`src/rtl/icache.sv`:
```
// Direct-mapped read-only instruction cache between the fetch unit and the memory controller.
// Hits answer one cycle after the request; misses fetch the whole aligned line from the MC.
module icache #(
    parameter int BLOCK_SIZE = 16,
    parameter int LINE_NUM   = 16
) (
    input  logic                    Sys_clk,
    input  logic                    Sys_rst_n,
    input  logic                    Sys_rdy,
    input  logic                    IFIC_en,
    input  logic [31:0]             IFIC_addr,
    output logic                    ICIF_en,
    output logic [31:0]             ICIF_inst,
    output logic                    ICMC_en,
    output logic [31:0]             ICMC_addr,
    input  logic                    MCIC_en,
    input  logic [8*BLOCK_SIZE-1:0] MCIC_block,
    input  logic                    clear,
    output logic                    dbg_state
);

    // Handshake: IFIC_en and MCIC_en are single-cycle valid pulses with no ready
    // back-pressure; ICMC_en is a level held until the MC answers with MCIC_en.
    // Sys_rdy=0 freezes everything and discards any pulse in that cycle.

    localparam int OFF_W = $clog2(BLOCK_SIZE);
    localparam int IDX_W = $clog2(LINE_NUM);
    localparam int TAG_W = 32 - OFF_W - IDX_W;

    typedef enum logic {
        IDLE = 1'b0,
        MISS = 1'b1
    } state_t;

    state_t                  state_q, state_d;
    logic [LINE_NUM-1:0]     valid_q;
    logic [TAG_W-1:0]        tag_mem  [LINE_NUM];
    logic [8*BLOCK_SIZE-1:0] data_mem [LINE_NUM];

    logic [31:0] req_addr_q, req_addr_d;
    logic        icif_en_d, icmc_en_d, line_we;
    logic [31:0] icif_inst_d, icmc_addr_d;

    logic [IDX_W-1:0] req_idx, fill_idx;
    logic [TAG_W-1:0] req_tag, fill_tag;
    logic             hit;
    logic             unused_bits;

    assign req_idx  = IFIC_addr[OFF_W+IDX_W-1:OFF_W];
    assign req_tag  = IFIC_addr[31:OFF_W+IDX_W];
    assign fill_idx = req_addr_q[OFF_W+IDX_W-1:OFF_W];
    assign fill_tag = req_addr_q[31:OFF_W+IDX_W];
    assign hit      = valid_q[req_idx] && (tag_mem[req_idx] == req_tag);

    assign dbg_state   = state_q;
    assign unused_bits = ^{IFIC_addr[1:0], req_addr_q[1:0]};

    // Little-endian word at the byte offset; the low two offset bits are dropped.
    function automatic logic [31:0] pick_word(input logic [8*BLOCK_SIZE-1:0] line,
                                              input logic [OFF_W-1:0]        off);
        logic [OFF_W-1:0] w;
        w = off >> 2;
        return line[{w, 5'b00000} +: 32];
    endfunction

    always_comb begin
        state_d     = state_q;
        req_addr_d  = req_addr_q;
        icif_en_d   = ICIF_en;
        icif_inst_d = ICIF_inst;
        icmc_en_d   = ICMC_en;
        icmc_addr_d = ICMC_addr;
        line_we     = 1'b0;
        if (Sys_rdy) begin
            icif_en_d = 1'b0;
            // A refill arriving alongside clear still lands in the array.
            line_we   = (state_q == MISS) && MCIC_en;
            if (clear) begin
                state_d   = IDLE;
                icmc_en_d = 1'b0;
            end else begin
                case (state_q)
                    IDLE: begin
                        if (IFIC_en) begin
                            if (hit) begin
                                icif_en_d   = 1'b1;
                                icif_inst_d = pick_word(data_mem[req_idx], IFIC_addr[OFF_W-1:0]);
                            end else begin
                                req_addr_d  = IFIC_addr;
                                icmc_en_d   = 1'b1;
                                icmc_addr_d = {IFIC_addr[31:OFF_W], {OFF_W{1'b0}}};
                                state_d     = MISS;
                            end
                        end
                    end
                    MISS: begin
                        if (MCIC_en) begin
                            icif_en_d   = 1'b1;
                            icif_inst_d = pick_word(MCIC_block, req_addr_q[OFF_W-1:0]);
                            icmc_en_d   = 1'b0;
                            state_d     = IDLE;
                        end
                    end
                    default: state_d = IDLE;
                endcase
            end
        end
    end

    always_ff @(posedge Sys_clk or negedge Sys_rst_n) begin
        if (!Sys_rst_n) begin
            state_q    <= IDLE;
            req_addr_q <= '0;
            ICIF_en    <= 1'b0;
            ICIF_inst  <= '0;
            ICMC_en    <= 1'b0;
            ICMC_addr  <= '0;
            valid_q    <= '0;
        end else begin
            state_q    <= state_d;
            req_addr_q <= req_addr_d;
            ICIF_en    <= icif_en_d;
            ICIF_inst  <= icif_inst_d;
            ICMC_en    <= icmc_en_d;
            ICMC_addr  <= icmc_addr_d;
            if (line_we) valid_q[fill_idx] <= 1'b1;
        end
    end

    // Tag and data arrays carry no reset; valid_q alone qualifies them.
    always_ff @(posedge Sys_clk) begin
        if (line_we) begin
            tag_mem[fill_idx]  <= fill_tag;
            data_mem[fill_idx] <= MCIC_block;
        end
    end

endmodule

```
`config.mk`:
```
export PLATFORM = sky130hd
export DESIGN_NAME = icache
export DESIGN_NICKNAME = d
export VERILOG_FILES = /design/src/rtl/icache.sv
export SDC_FILE = /design/constraint.sdc
export NUM_CORES = 2
export LEC_CHECK = 0
export ABC_CLOCK_PERIOD_IN_PS = 16600
export CAP_MARGIN = 0
export CORE_MARGIN = 8
export CORE_UTILIZATION = 45
export DETAILED_ROUTE_END_ITERATION = 12
export GPL_TIMING_DRIVEN = 0
export MAX_ROUTING_LAYER = met4
export PLACE_DENSITY = 0.69
export SYNTH_ARGS = -nofsm -noshare
export SYNTH_HDL_FRONTEND = slang
export SYNTH_SLANG_ARGS = --single-unit
```
`constraint.sdc`:
```
create_clock -name Sys_clk -period 16.6 [get_ports Sys_clk]
set_clock_uncertainty 0.15 [all_clocks]
set_input_delay 2.49 -clock Sys_clk [delete_from_list [all_inputs] [get_ports Sys_clk]]
set_output_delay 2.49 -clock Sys_clk [all_outputs]
set_load 0.03 [all_outputs]
```
==> results.toml <==
[grt]
grt_pass1_vias = 51560
overflow = 0
track_usage = 0.2549
grt_pass1_wl_mm = 402.7
antenna_found_initial = 36
grt_max_degree = 50

[setup_path]
path_max_fanout = 10
r2r-start = "tag_mem[3][13]$_DFFE_PP_"
endpoint = "ICIF_inst[3]$_DFFE_PN0P_"
critPathKind = "primary input to register"
startpoint_type = "primary input"
rr_worst_depth = 10
endpoint_kind = "register"
arrival_ns = 8.13
r2r_slack_ns = 11.96
cp.required_ns = 17.29
rr_endpoint = "ICIF_inst[10]$_DFFE_PN0P_"
setup.worst_path.start = "IFIC_addr[6]"

[sta]
slew_headroom = -0.01744
post-route-period-util = 0.4481
max_freq_mhz = 134.4
finalSetupViolations = 0
timing.final.crit_period_ns = 7.439
hold_viol = 0
fin_tns_setup_ns = 0
timing.hold.ws_ns = 0.3155
slew_violations = 11
rsz0062_at_grt = "no"
tightest_slew_ns = 1.526

[synth]
ys.warnings.count = 0
synthCells = 4483
synth.top_cell.area_share = 0.7484
synth-seq-area-share = 0.7692
synth_commonest_cells = "edfxtp_1, mux4_2, mux2i_1"
async_flop_share = 0.03223
post_synth.cell_area_avg_um2 = 21.77
syn_area_um2 = 97580
synth.most_common_cell = "edfxtp_1"
ys_top_cells_by_area = "edfxtp_1, mux4_2, dfrtp_1"
synth-edff-count = 2432
yosys.area.top_type = "edfxtp_1"
synth_ff_type = "edfxtp_1"
yosys_register_bits = 2513
synth_cell_type_count = 66

[finish]
fin_cells = 8219
final_net_count = 5286
fin_util = 0.5290
syn_to_final_growth_pct = 17.27
final_area_um2 = 114400
drive_gt1_frac = 0.2738

[die]
initial_core_util = 0.4511
core_um2 = 216300
fp.dieH_um = 481.7
die_area_um2 = 232000
rows = 171
io_pins = 233
fp.dieW_um = 481.7

[placed_design]
io_buffers = 221
post-dp-hpwl_mm = 197.4
gp_congestion = 0.8693
place_inst = 7733
place_area_um2 = 106300

[hold_path]
holdCritPathClass = "register to register"
hold_depth = 1

[clock_tree]
clk_pin_slew_ns = 0.07
cts_max_path_buffers = 3
cts_tree = "built"
post_cts_buffers = 0
cts_resized = 0
clockRootBuffer = "clkbuf_16"
clock_latency_ns = 0.89
postCtsHoldBufs = 0
cts-htree-levels = 4
cts_buffers = 239
clock_sinks = 2513

[drt]
viasPerCell = 6.340
via_count = 52110
final_antenna_net_count = 0
firstDrtPassIters = 6
wl_mm = 292.9
remaining_drc_errors = 0
wl_per_cell_um = 35.63
first_iter_violations = 8260

[outcome]
outcome = "complete, but fails checks"
violations = "max-capacitance violations, max-slew violations"

[power]
p_leak_nw = 36.54
peakVddDrop_mv = 0.1212
p_per_area_nw_per_um2 = 122.4

[run]
drv_cap = 1
-- worst max-delay path, stage by stage --
cell      delay (ns)
buf_2           0.25
buf_2           0.44
buf_4           0.37
buf_2           0.41
buf_2           0.50
and2_1          0.21
clkbuf_1        0.36
clkbuf_1        1.16
clkbuf_1        0.61
a22oi_1         0.30
nand3_1         0.16
o21ai_0         0.09
nor3_1          0.49
mux2_4          0.25
-- cell families (layout without fill, tap and decap cells) --
kind of cell	Yosys count	count (layout)	synth area share
mux	818	818	0.1592
xor+xnor	25	25	0.002244
simple gates	317	317	0.01582
buf+inv	300	1150	0.01708
flops	2513	2513	0.7692
other cells	1	33	0.00003843
compound gates	509	509	0.03640
-- per-stage QoR --
stage	total power [W]	setup WS (ns)
6_report	0.01401	9.161
5_1_grt	0.01431	9.094
4_1_cts	0.01401	9.407
3_5_place_dp	0.008598	8.451
3_3_place_gp	0.008578	-11.81
2_1_floorplan	0.007983	2.121
-- power breakdown --
part | switching (W) | internal [W] | leakage, nW | total, W
clock | 0.00243 | 0.00310 | 3.91 | 0.00552
combinational | 0.000742 | 0.000480 | 9.76 | 0.00122
sequential | 0.000138 | 0.00713 | 22.9 | 0.00726
total | 0.00331 | 0.0107 | 36.5 | 0.0140
-- how the worst min path moves through the flow --
stage,start,to,slack (ns)
3_3_place_gp,valid_q[4]$_DFFE_PN0P_,valid_q[4]$_DFFE_PN0P_,0.30
3_5_place_dp,valid_q[2]$_DFFE_PN0P_,valid_q[2]$_DFFE_PN0P_,0.30
2_1_floorplan,valid_q[12]$_DFFE_PN0P_,valid_q[12]$_DFFE_PN0P_,0.28
6_report,valid_q[14]$_DFFE_PN0P_,valid_q[14]$_DFFE_PN0P_,0.32
4_1_cts,valid_q[14]$_DFFE_PN0P_,valid_q[14]$_DFFE_PN0P_,0.32
5_1_grt,valid_q[12]$_DFFE_PN0P_,valid_q[12]$_DFFE_PN0P_,0.33
-- area by class of cell --
| class | count | area, um2 |
|---|---|---|
| diodes | 29 | 72.57 |
| fillers | 16320 | 101900 |
| clock buffers | 302 | 6457 |
| flip-flops and latches | 2513 | 75060 |
| multi-input cells | 1673 | 20980 |
| repair buffers | 393 | 5060 |
| inverters | 15 | 56.30 |
| clock inverters | 155 | 1565 |
| well taps | 2854 | 3571 |
| plain buffers | 285 | 1613 |
-- state kept, by name, indices dropped and copies added, names as in the netlist --
register	cells
data_mem	2048
tag_mem	384
ICIF_inst	32
req_addr_q	30
valid_q	16
ICIF_en	1
ICMC_en	1
dbg_state	1
-- metal layers --
metal / track usage / vias up / part of all wire
met5: - / - / 0
met2: 0.3890 / 3752 / 0.47
met1: 0.3260 / 27390 / 0.36
met3: 0.06283 / 672 / 0.12
li1: - / 20300 / -
met4: 0.1159 / 0 / 0.052
-- cells in the final DEF (no fill, tap or decap), types with 63 or more instances in the layout --
| master | Yosys | final |
|---|---|---|
| a21oi_1 | 63 | 63 |
| a22oi_1 | 100 | 100 |
| buf_12 | 4 | 77 |
| buf_2 | 107 | 108 |
| buf_4 | 70 | 73 |
| buf_6 | 10 | 82 |
| clkbuf_1 | 82 | 120 |
| clkbuf_16 | 0 | 239 |
| clkdlybuf4s50_1 | 0 | 220 |
| dfrtp_1 | 81 | 81 |
| edfxtp_1 | 2432 | 2432 |
| mux2_2 | 99 | 99 |
| mux2i_1 | 116 | 116 |
| mux4_2 | 561 | 561 |
| nor2_1 | 79 | 66 |
| o21ai_0 | 88 | 88 |
Power figures use the tool's default switching activity.
